$ cat src/rtl/alu_pkg.sv
// Shared definitions for the binary ALU front end.
// Holds the op encodings, the legal datapath width and the bundles passed between the two stages.
package alu_pkg;

   localparam int DW_LEGAL = 8;

   localparam logic [2:0] ALU_ADC  = 3'b000;
   localparam logic [2:0] ALU_SBC  = 3'b001;
   localparam logic [2:0] ALU_CMP  = 3'b010;
   localparam logic [2:0] ALU_AND  = 3'b011;
   localparam logic [2:0] ALU_ORA  = 3'b100;
   localparam logic [2:0] ALU_EOR  = 3'b101;
   localparam logic [2:0] ALU_PASS = 3'b110;

   // Operands registered by stage 1.
   typedef struct packed {
      logic [7:0] a;
      logic [7:0] b;
      logic       cin;
      logic       dec;
      logic [2:0] op;
   } s1_t;

   // Result bundle registered by stage 2.
   typedef struct packed {
      logic [7:0] datai;
      logic       cin4;
      logic       cin8;
      logic       bcd_en;
      logic       sub;
      logic       n;
      logic       z;
      logic       v;
      logic       v_we;
      logic       c_we;
   } res_t;

endpackage

$ cat src/rtl/alu_core.sv
// Combinational add/subtract/logic core: binary result, nibble and byte carries, flags.
// Ports: opnd (a, b, cin, dec, op) in; res (datai, cin4, cin8, bcd_en, sub, n, z, v, v_we, c_we) out.
module alu_core
   import alu_pkg::*;
#(
   parameter bit BCD_ENABLE = 1'b1
) (
   input  s1_t  opnd,
   output res_t res
);

   logic       is_arith;
   logic       is_sub;
   logic       c0;
   logic [7:0] bb;
   logic [4:0] lo;
   logic [8:0] full;

   always_comb begin
      is_arith = (opnd.op == ALU_ADC) | (opnd.op == ALU_SBC) | (opnd.op == ALU_CMP);
      is_sub   = (opnd.op == ALU_SBC) | (opnd.op == ALU_CMP);
      bb       = is_sub ? ~opnd.b : opnd.b;
      // CMP always subtracts without incoming borrow.
      c0       = (opnd.op == ALU_CMP) ? 1'b1 : opnd.cin;
      lo       = {1'b0, opnd.a[3:0]} + {1'b0, bb[3:0]} + {4'd0, c0};
      full     = {1'b0, opnd.a} + {1'b0, bb} + {8'd0, c0};
   end

   always_comb begin
      res = '0;
      unique case (1'b1)
         is_arith: begin
            res.datai  = full[7:0];
            res.cin4   = lo[4];
            res.cin8   = full[8];
            res.v      = (opnd.a[7] == bb[7]) & (full[7] != opnd.a[7]);
            res.sub    = is_sub;
            res.bcd_en = BCD_ENABLE & opnd.dec & (opnd.op != ALU_CMP);
            res.v_we   = (opnd.op != ALU_CMP);
            res.c_we   = 1'b1;
         end
         (opnd.op == ALU_AND): res.datai = opnd.a & opnd.b;
         (opnd.op == ALU_ORA): res.datai = opnd.a | opnd.b;
         (opnd.op == ALU_EOR): res.datai = opnd.a ^ opnd.b;
         default:              res.datai = opnd.a;
      endcase
      // Logic ops route C through cin8 so the downstream carry-out keeps it.
      if (!is_arith) res.cin8 = opnd.cin;
      res.n = res.datai[7];
      res.z = (res.datai == 8'h00);
   end

endmodule

$ cat src/rtl/alu_addsub_pipe.sv
// Two-stage pipelined ALU front end feeding the BCD adjust stage, with valid/ready handshake.
// Ports: clk, reset, flush; in_valid/in_ready, in_a/in_b/in_cin/in_dec/in_op; out_valid/out_ready, datai..c_we.
module alu_addsub_pipe
   import alu_pkg::*;
#(
   parameter bit BCD_ENABLE = 1'b1,
   parameter int DW         = 8
) (
   input  logic          clk,
   input  logic          reset,
   input  logic          flush,
   input  logic          in_valid,
   output logic          in_ready,
   input  logic [DW-1:0] in_a,
   input  logic [DW-1:0] in_b,
   input  logic          in_cin,
   input  logic          in_dec,
   input  logic [2:0]    in_op,
   output logic          out_valid,
   input  logic          out_ready,
   output logic [DW-1:0] datai,
   output logic          cin4,
   output logic          cin8,
   output logic          bcd_en,
   output logic          sub,
   output logic          flag_n,
   output logic          flag_z,
   output logic          flag_v,
   output logic          v_we,
   output logic          c_we
);

   if (DW != DW_LEGAL) begin : g_dw_chk
      $error("alu_addsub_pipe: DW must be 8");
   end

   logic s1_valid;
   logic adv1;
   logic adv2;
   logic in_fire;
   s1_t  s1_q;
   res_t res_d;
   res_t res_q;

   assign adv2     = ~out_valid | out_ready;
   assign adv1     = s1_valid & adv2;
   assign in_ready = ~s1_valid | adv2;
   assign in_fire  = in_valid & in_ready;

   alu_core #(
      .BCD_ENABLE(BCD_ENABLE)
   ) u_core (
      .opnd(s1_q),
      .res (res_d)
   );

   always_ff @(posedge clk or posedge reset) begin
      if (reset) begin
         s1_valid  <= 1'b0;
         out_valid <= 1'b0;
      end else if (flush) begin
         s1_valid  <= 1'b0;
         out_valid <= 1'b0;
      end else begin
         if (in_fire)   s1_valid <= 1'b1;
         else if (adv1) s1_valid <= 1'b0;
         if (adv1)           out_valid <= 1'b1;
         else if (out_ready) out_valid <= 1'b0;
      end
   end

   // Flush blocks captures but leaves the data contents alone.
   always_ff @(posedge clk or posedge reset) begin
      if (reset) begin
         s1_q  <= '0;
         res_q <= '0;
      end else if (!flush) begin
         if (in_fire) s1_q <= '{a: in_a, b: in_b, cin: in_cin, dec: in_dec, op: in_op};
         if (adv1)    res_q <= res_d;
      end
   end

   assign datai  = res_q.datai;
   assign cin4   = res_q.cin4;
   assign cin8   = res_q.cin8;
   assign bcd_en = res_q.bcd_en;
   assign sub    = res_q.sub;
   assign flag_n = res_q.n;
   assign flag_z = res_q.z;
   assign flag_v = res_q.v;
   assign v_we   = res_q.v_we;
   assign c_we   = res_q.c_we;

endmodule
$ cat config.mk
export PLATFORM = sky130hd
export DESIGN_NAME = alu_addsub_pipe
export DESIGN_NICKNAME = d
export VERILOG_FILES = /design/src/rtl/alu_pkg.sv /design/src/rtl/alu_core.sv /design/src/rtl/alu_addsub_pipe.sv
export SDC_FILE = /design/constraint.sdc
export NUM_CORES = 1
export LEC_CHECK = 0
export ABC_AREA = 1
export BUFFER_PORTS_ARGS = -buffer_cell sky130_fd_sc_hd__buf_2
export CAP_MARGIN = 10
export CORE_UTILIZATION = 57
export DETAILED_ROUTE_END_ITERATION = 8
export PLACE_DENSITY = 0.79
export SYNTH_ARGS = -nofsm -noshare
export SYNTH_HDL_FRONTEND = slang
export SYNTH_HIERARCHICAL = 1
export SYNTH_SLANG_ARGS = --single-unit
$ cat constraint.sdc
create_clock -name clk -period 3.01 [get_ports clk]
set_input_delay 0.602 -clock clk [delete_from_list [all_inputs] [get_ports clk]]
set_output_delay 0.602 -clock clk [all_outputs]
set_load 0.05 [all_outputs]
=== Word-level counts from Yosys, hierarchy flattened ===
Cells that the tools add are included.
Widths: inputs -> output; s select.

* Memories: 0
* Word-level logic and storage cells: 63
* Output and inout bits: 19
* Latch bits: 0
* Bits in read-only memories: 0
* Register bits after elaboration: 40
* Input port bits: 26
* RAM bits: 0

* Divide/modulo/power cells: 0
* Shift-type cells: 0
* Muxes and demuxes: 12
* Bitwise logic cells: 16
* Multipliers: 0
* Reductions and logical operators: 6
* Add/subtract/negate cells: 4
* Eq/ne operators: 8
* Magnitude comparators: 0

{| class="wikitable"
|+ Operators by type and width
! cell !! number
|-
| $pmux 8 s4 || 1
|-
| $add 8x8->9 || 1
|-
| $add 9x1->9 || 1
|-
| $and 8x8->8 || 1
|-
| $logic_not 8->1 || 1
|-
| $mux 1 || 8
|-
| $mux 8 || 1
|-
| $not 8->8 || 1
|-
| $or 8x8->8 || 1
|-
| $xor 8x8->8 || 1
|-
| $eq 3x2->1 const B || 2
|-
| $eq 3x3->1 const B || 2
|-
| $reduce_bool 3->1 || 2
|-
| $add 4x4->5 || 1
|-
| $add 5x1->5 || 1
|-
| $or 1x1->1 || 5
|-
| $and 1x1->1 || 4
|-
| $mux 4 || 1
|-
| $reduce_and 2->1 || 2
|-
| $eq 3x1->1 const B || 1
|-
| $logic_not 3->1 || 1
|-
| $mux 3 || 1
|-
| $ne 3x2->1 const B || 1
|-
| $not 1->1 || 3
|-
| other kinds (2) || 2
|}

=== Longest topological paths before layout ===
* Depth in word-level cells: 8
* Gate-level depth with buffers: 21
* Depth with buffers taken out: 20

=== Cells and area by module ===
The synthesis kept the hierarchy.

{| class="wikitable"
|+ By module, submodules not included
! module !! area an instance (sq um) !! seq. area each (sq um) !! cells each !! times used
|-
| alu_addsub_pipe || 1,604.0 || 1,001.0 || 175 || 1
|-
| alu_core || 1,236.2 || 0.0 || 221 || 1
|}

=== Least setup slack after synthesis ===
Ideal clock, no wire load.

* Path type: reg2reg
* From: register s1_q[1] (netlist bit)
* To: register res_q, in the netlist flag_z
* Setup slack: 320 ps
* Arrival time: 2,571 ps
* Required time: 2,891 ps
* Clock period less this slack: 2,690 ps
* Setup time: 119 ps
* Stages on the path, launching flop included: 19
* Path buffers: 1
* Cell sequence: dfrtp_1 > buf_4 > nor2_2 > nor2_4 > xor2_1 > fa_1 > inv_1 > fa_1 > nand3b_1 > nand2_1 > nor2_1 > nand2_1 > nor2_1 > nand2_1 > nor2_1 > nand2_1 > nor2_1 > nand3_1 > nand2_1

{| class="wikitable"
|+ RTL lines
! what !! line !! source
|-
| start, declared || alu_addsub_pipe.sv:41 || <nowiki>s1_t s1_q;</nowiki>
|-
| start signal, assigned || alu_addsub_pipe.sv:78 || <nowiki>if (in_fire) s1_q <= '{a: in_a, b: in_b, cin: in_cin, dec: in_dec, op: in_op};</nowiki>
|-
| end signal, assigned || alu_addsub_pipe.sv:79 || <nowiki>if (adv1) res_q <= res_d;</nowiki>
|-
| end, declared || alu_addsub_pipe.sv:43 || <nowiki>res_t res_q;</nowiki>
|}

==> impl_metrics.py <==
metrics = {
    "status": {
        "run_status": "finished clean",
    },
    "synthesis": {
        "synth.area.top_cells": "sky130_fd_sc_hd__dfrtp_1 35%, sky130_fd_sc_hd__nand2_1 18%, sky130_fd_sc_hd__nand3_1 11%",
        "synth.ff_latch_count": 40,
        "synthMostInstantiatedCell": "sky130_fd_sc_hd__nand2_1",
        "synth_area_per_cell_sq_um": 7.172,
        "syn_inst": 396,
        "synth_simple_gate_area_share_pct": 37.09,
        "cell_type_with_the_highest_aggregate_area_in_the_netlist": "sky130_fd_sc_hd__dfrtp_1",
        "portion_of_synthesized_cell_area_occupied_by_the_leading_cell_type_pct": 35.24,
        "synth_cell_types": 25,
        "muxShareOfSynthArea_pct": 0,
        "ys_warn_count": 6,
        "ys_dominant_reg_cell": "sky130_fd_sc_hd__dfrtp_1",
        "synth.net_count": 447,
        "synth_commonest_cells": "138 x sky130_fd_sc_hd__nand2_1, 62 x sky130_fd_sc_hd__nand3_1, 51 x sky130_fd_sc_hd__inv_1",
        "synth-async-reset-ratio_pct": 100.0,
        "synth-seq-area-share_pct": 35.24,
        "synth_edf_count": 0,
        "yosys.area_share.xor_xnor_pct": 2.467,
        "synth_compound_area_share_pct": 3.216,
        "netlist_area_sq_mm": 0.002840,
        "post_synth_adder_cell_area_pct": 11.54,
        "synth_top_family_by_area": "simple AND/OR/NAND/NOR gates",
    },
    "min_path": {
        "hold_path.class": "flip-flop to flip-flop",
    },
    "die": {
        "floorplan.initialDensity_pct": 59.74,
        "io-pin-count": 45,
        "design.die.area_sq_mm": 0.005269,
        "placeable_area_sq_mm": 0.004755,
        "number_of_core_rows": 25,
        "dieWidth_um": 72.59,
        "die_height_um": 72.59,
    },
    "grt": {
        "global_route.usage.total_pct": 26.11,
        "globalRouteOverflowTotal": 0,
        "grt_util_met1_pct": 34.40,
        "first_global_vias": 2338,
        "grt_util_met3_pct": 3.177,
        "antenna_found_initial": 0,
        "wire_length_of_the_first_global_routing_pass_um": 10630,
        "gr-usage-met2_pct": 44.65,
        "grt_start_max_net_pins": 25,
        "global_route.peak_usage_layer": "met2",
    },
    "finish": {
        "fill_count": 467,
        "antenna_cells": 0,
        "synthToLayoutAreaGrowth_pct": 13.92,
        "multi_input_comb_area_sq_mm": 0.001558,
        "post-route-util_pct": 68.05,
        "nets": 492,
        "fraction_of_layout_instances_using_a_drive_strength_above_1_pct": 16.97,
        "regArea_sq_mm": 0.001003,
    },
    "setup_path": {
        "timing.critical_path.to_type": "flip-flop",
        "critical_path_arrival_ps": 2940,
        "critical_path.max_fanout": 8,
        "setup.worst_path.class": "flip-flop to flip-flop",
        "critical_path_required_ps": 3250,
        "cp-start-kind": "flip-flop",
    },
    "flow_run": {
        "timing.max_cap.violations": 0,
    },
    "placement": {
        "place_congestion": 0.8904,
        "place_hpwl_um": 4835,
        "place.port_buffers": 44,
        "dp_worst_setup_slack_ps": 183.7,
    },
    "power": {
        "vdd_ir_drop_max_mv": 0.2993,
        "static-leakage-power_nw": 1.930,
        "power_mw": 2.344,
        "powerDensity_mw_per_mm2": 724.3,
    },
    "route": {
        "remaining_drc_errors": 0,
        "num_vias": 2588,
        "detail_route.wirelength_um": 6194,
        "detailedRoute.firstPassIterationCount": 4,
        "first_iter_violations": 134,
        "routed_via_density": 5.084,
        "drtAntennaViolNets": 0,
        "post_drt_wl_per_cell_um": 12.17,
    },
    "cts": {
        "cts.htree.levels": 2,
        "cts_sinks": 40,
        "cts.reportedPaths.clkPinSlew_ps": 80,
        "ctsHoldBuffers": 0,
        "cts_tree": "yes",
        "cts-buffers-inserted": 5,
        "clock-root-buffer": "sky130_fd_sc_hd__clkbuf_8",
        "cts-root-to-sink-buffers": 2,
        "worst_skew_pair.late_latency_ps": 290,
    },
    "timing": {
        "layout_min_cycle_time_ps": 2701,
        "finalSetupViolations": 0,
        "final_sum_of_negative_setup_slack_ps": 0,
        "hold_violations": 0,
        "final.setup.worst_slack_ps": 308.6,
        "worstMarginPinSlew_ps": 894.5,
        "fmaxAchievable_mhz": 370.2,
        "skew_ps": 3.432,
        "slew_headroom_pct": 40.30,
        "maxSlewViolCount": 0,
        "min_period_over_period_pct": 89.75,
        "fin_worst_hold_slack_ps": 469.8,
        "rsz0062_at_grt": "no",
    },
}
## final cells by class
class,instances,share of cell area [%]
multi-input combinational,289,48.14
sequential,40,31.01
timing repair buffer,52,8.662
inverter,53,6.149
tap,67,2.591
clock buffer,5,2.127
clock inverter,3,1.315
## stage by stage
step	instances	cell area (sq um)
after detailed placement	499	3092
after global placement	499	3092
after global routing	509	3236
final	509	3236
after CTS	507	3203
after floorplan	396	2840
## flip-flops by register name, indices dropped and copies added, names as in the netlist
register	flops
flag_v	1
v_we	1
s1_q	21
sub	1
cin4	1
bcd_en	1
c_we	1
flag_n	1
datai	8
cin8	1
s1_valid	1
flag_z	1
out_valid	1
## worst max-delay path, stage by stage, from the launching register on
cell and delay (ps):
sky130_fd_sc_hd__dfrtp_2 490, sky130_fd_sc_hd__nand2_4 130, sky130_fd_sc_hd__nand2_4 90, sky130_fd_sc_hd__nor2_4 120
sky130_fd_sc_hd__xor2_2 170, sky130_fd_sc_hd__fa_2 250, sky130_fd_sc_hd__inv_1 60, sky130_fd_sc_hd__fa_1 380
sky130_fd_sc_hd__inv_1 90, sky130_fd_sc_hd__nand2_1 70, sky130_fd_sc_hd__nand2_1 90, sky130_fd_sc_hd__nand3b_1 100
sky130_fd_sc_hd__nand2_1 70, sky130_fd_sc_hd__nand2_1 60, sky130_fd_sc_hd__nand3_1 60, sky130_fd_sc_hd__nand2_1 50
sky130_fd_sc_hd__nand2_1 70, sky130_fd_sc_hd__nand2_1 50, sky130_fd_sc_hd__nor2_1 90, sky130_fd_sc_hd__nand3_1 80
sky130_fd_sc_hd__nand2_1 90
## cell families after synthesis
| family | count (synthesis) |
|---|---|
| flip-flops | 40 |
| AO/OA/AOI/OAI | 17 |
| buffers and inverters | 67 |
| XOR/XNOR | 8 |
| AND/OR/NAND/NOR | 239 |
| adder cells (fa/ha/maj) | 25 |
## report_power, final
group | switching [mW] | internal [mW] | total [mW]
sequential | 0.0945 | 0.652 | 0.747
clock | 0.199 | 0.245 | 0.445
combinational | 0.792 | 0.360 | 1.15
## layout by cell type (no fill, tap or decap), drive strengths merged, types with 6 or more instances in the layout
| master | n |
|---|---|
| a21oi | 8 |
| dfrtp | 40 |
| o21ai | 6 |
| nor2 | 23 |
| buf | 52 |
| nand2 | 142 |
| xor2 | 8 |
| nand4 | 6 |
| nand3 | 62 |
| inv | 53 |
| ha | 23 |
## path summary, 6_finish.rpt
check / depth (start not counted) / slack (ps) / to / startpoint
setup / recovery: 20 / 310 / flag_z$_DFFE_PP0P_ / s1_q[0]$_DFFE_PP0P_
hold / removal: 2 / 470 / datai[5]$_DFFE_PP0P_ / datai[5]$_DFFE_PP0P_
setup reg to reg: 20 / 310 / flag_z$_DFFE_PP0P_ / s1_q[0]$_DFFE_PP0P_
hold reg to reg: 2 / 470 / datai[5]$_DFFE_PP0P_ / datai[5]$_DFFE_PP0P_
max in group asynchronous: 3 / 1860 / s1_q[7]$_DFFE_PP0P_ / reset
min in group asynchronous: 2 / 490 / s1_valid$_DFFE_PP0P_ / reset
## routing by layer
metal	vias up	routed length, um
met5	-	0
met1	1189	2838
met2	59	3010
met4	0	116
li1	1331	-
met3	9	229
## timing repair
action	4_1_cts	5_1_grt
setup endpoints to repair	0	2
setup buffers	0	2
resized for setup	0	5
Note: power is estimated with default switching activity, not from simulation.
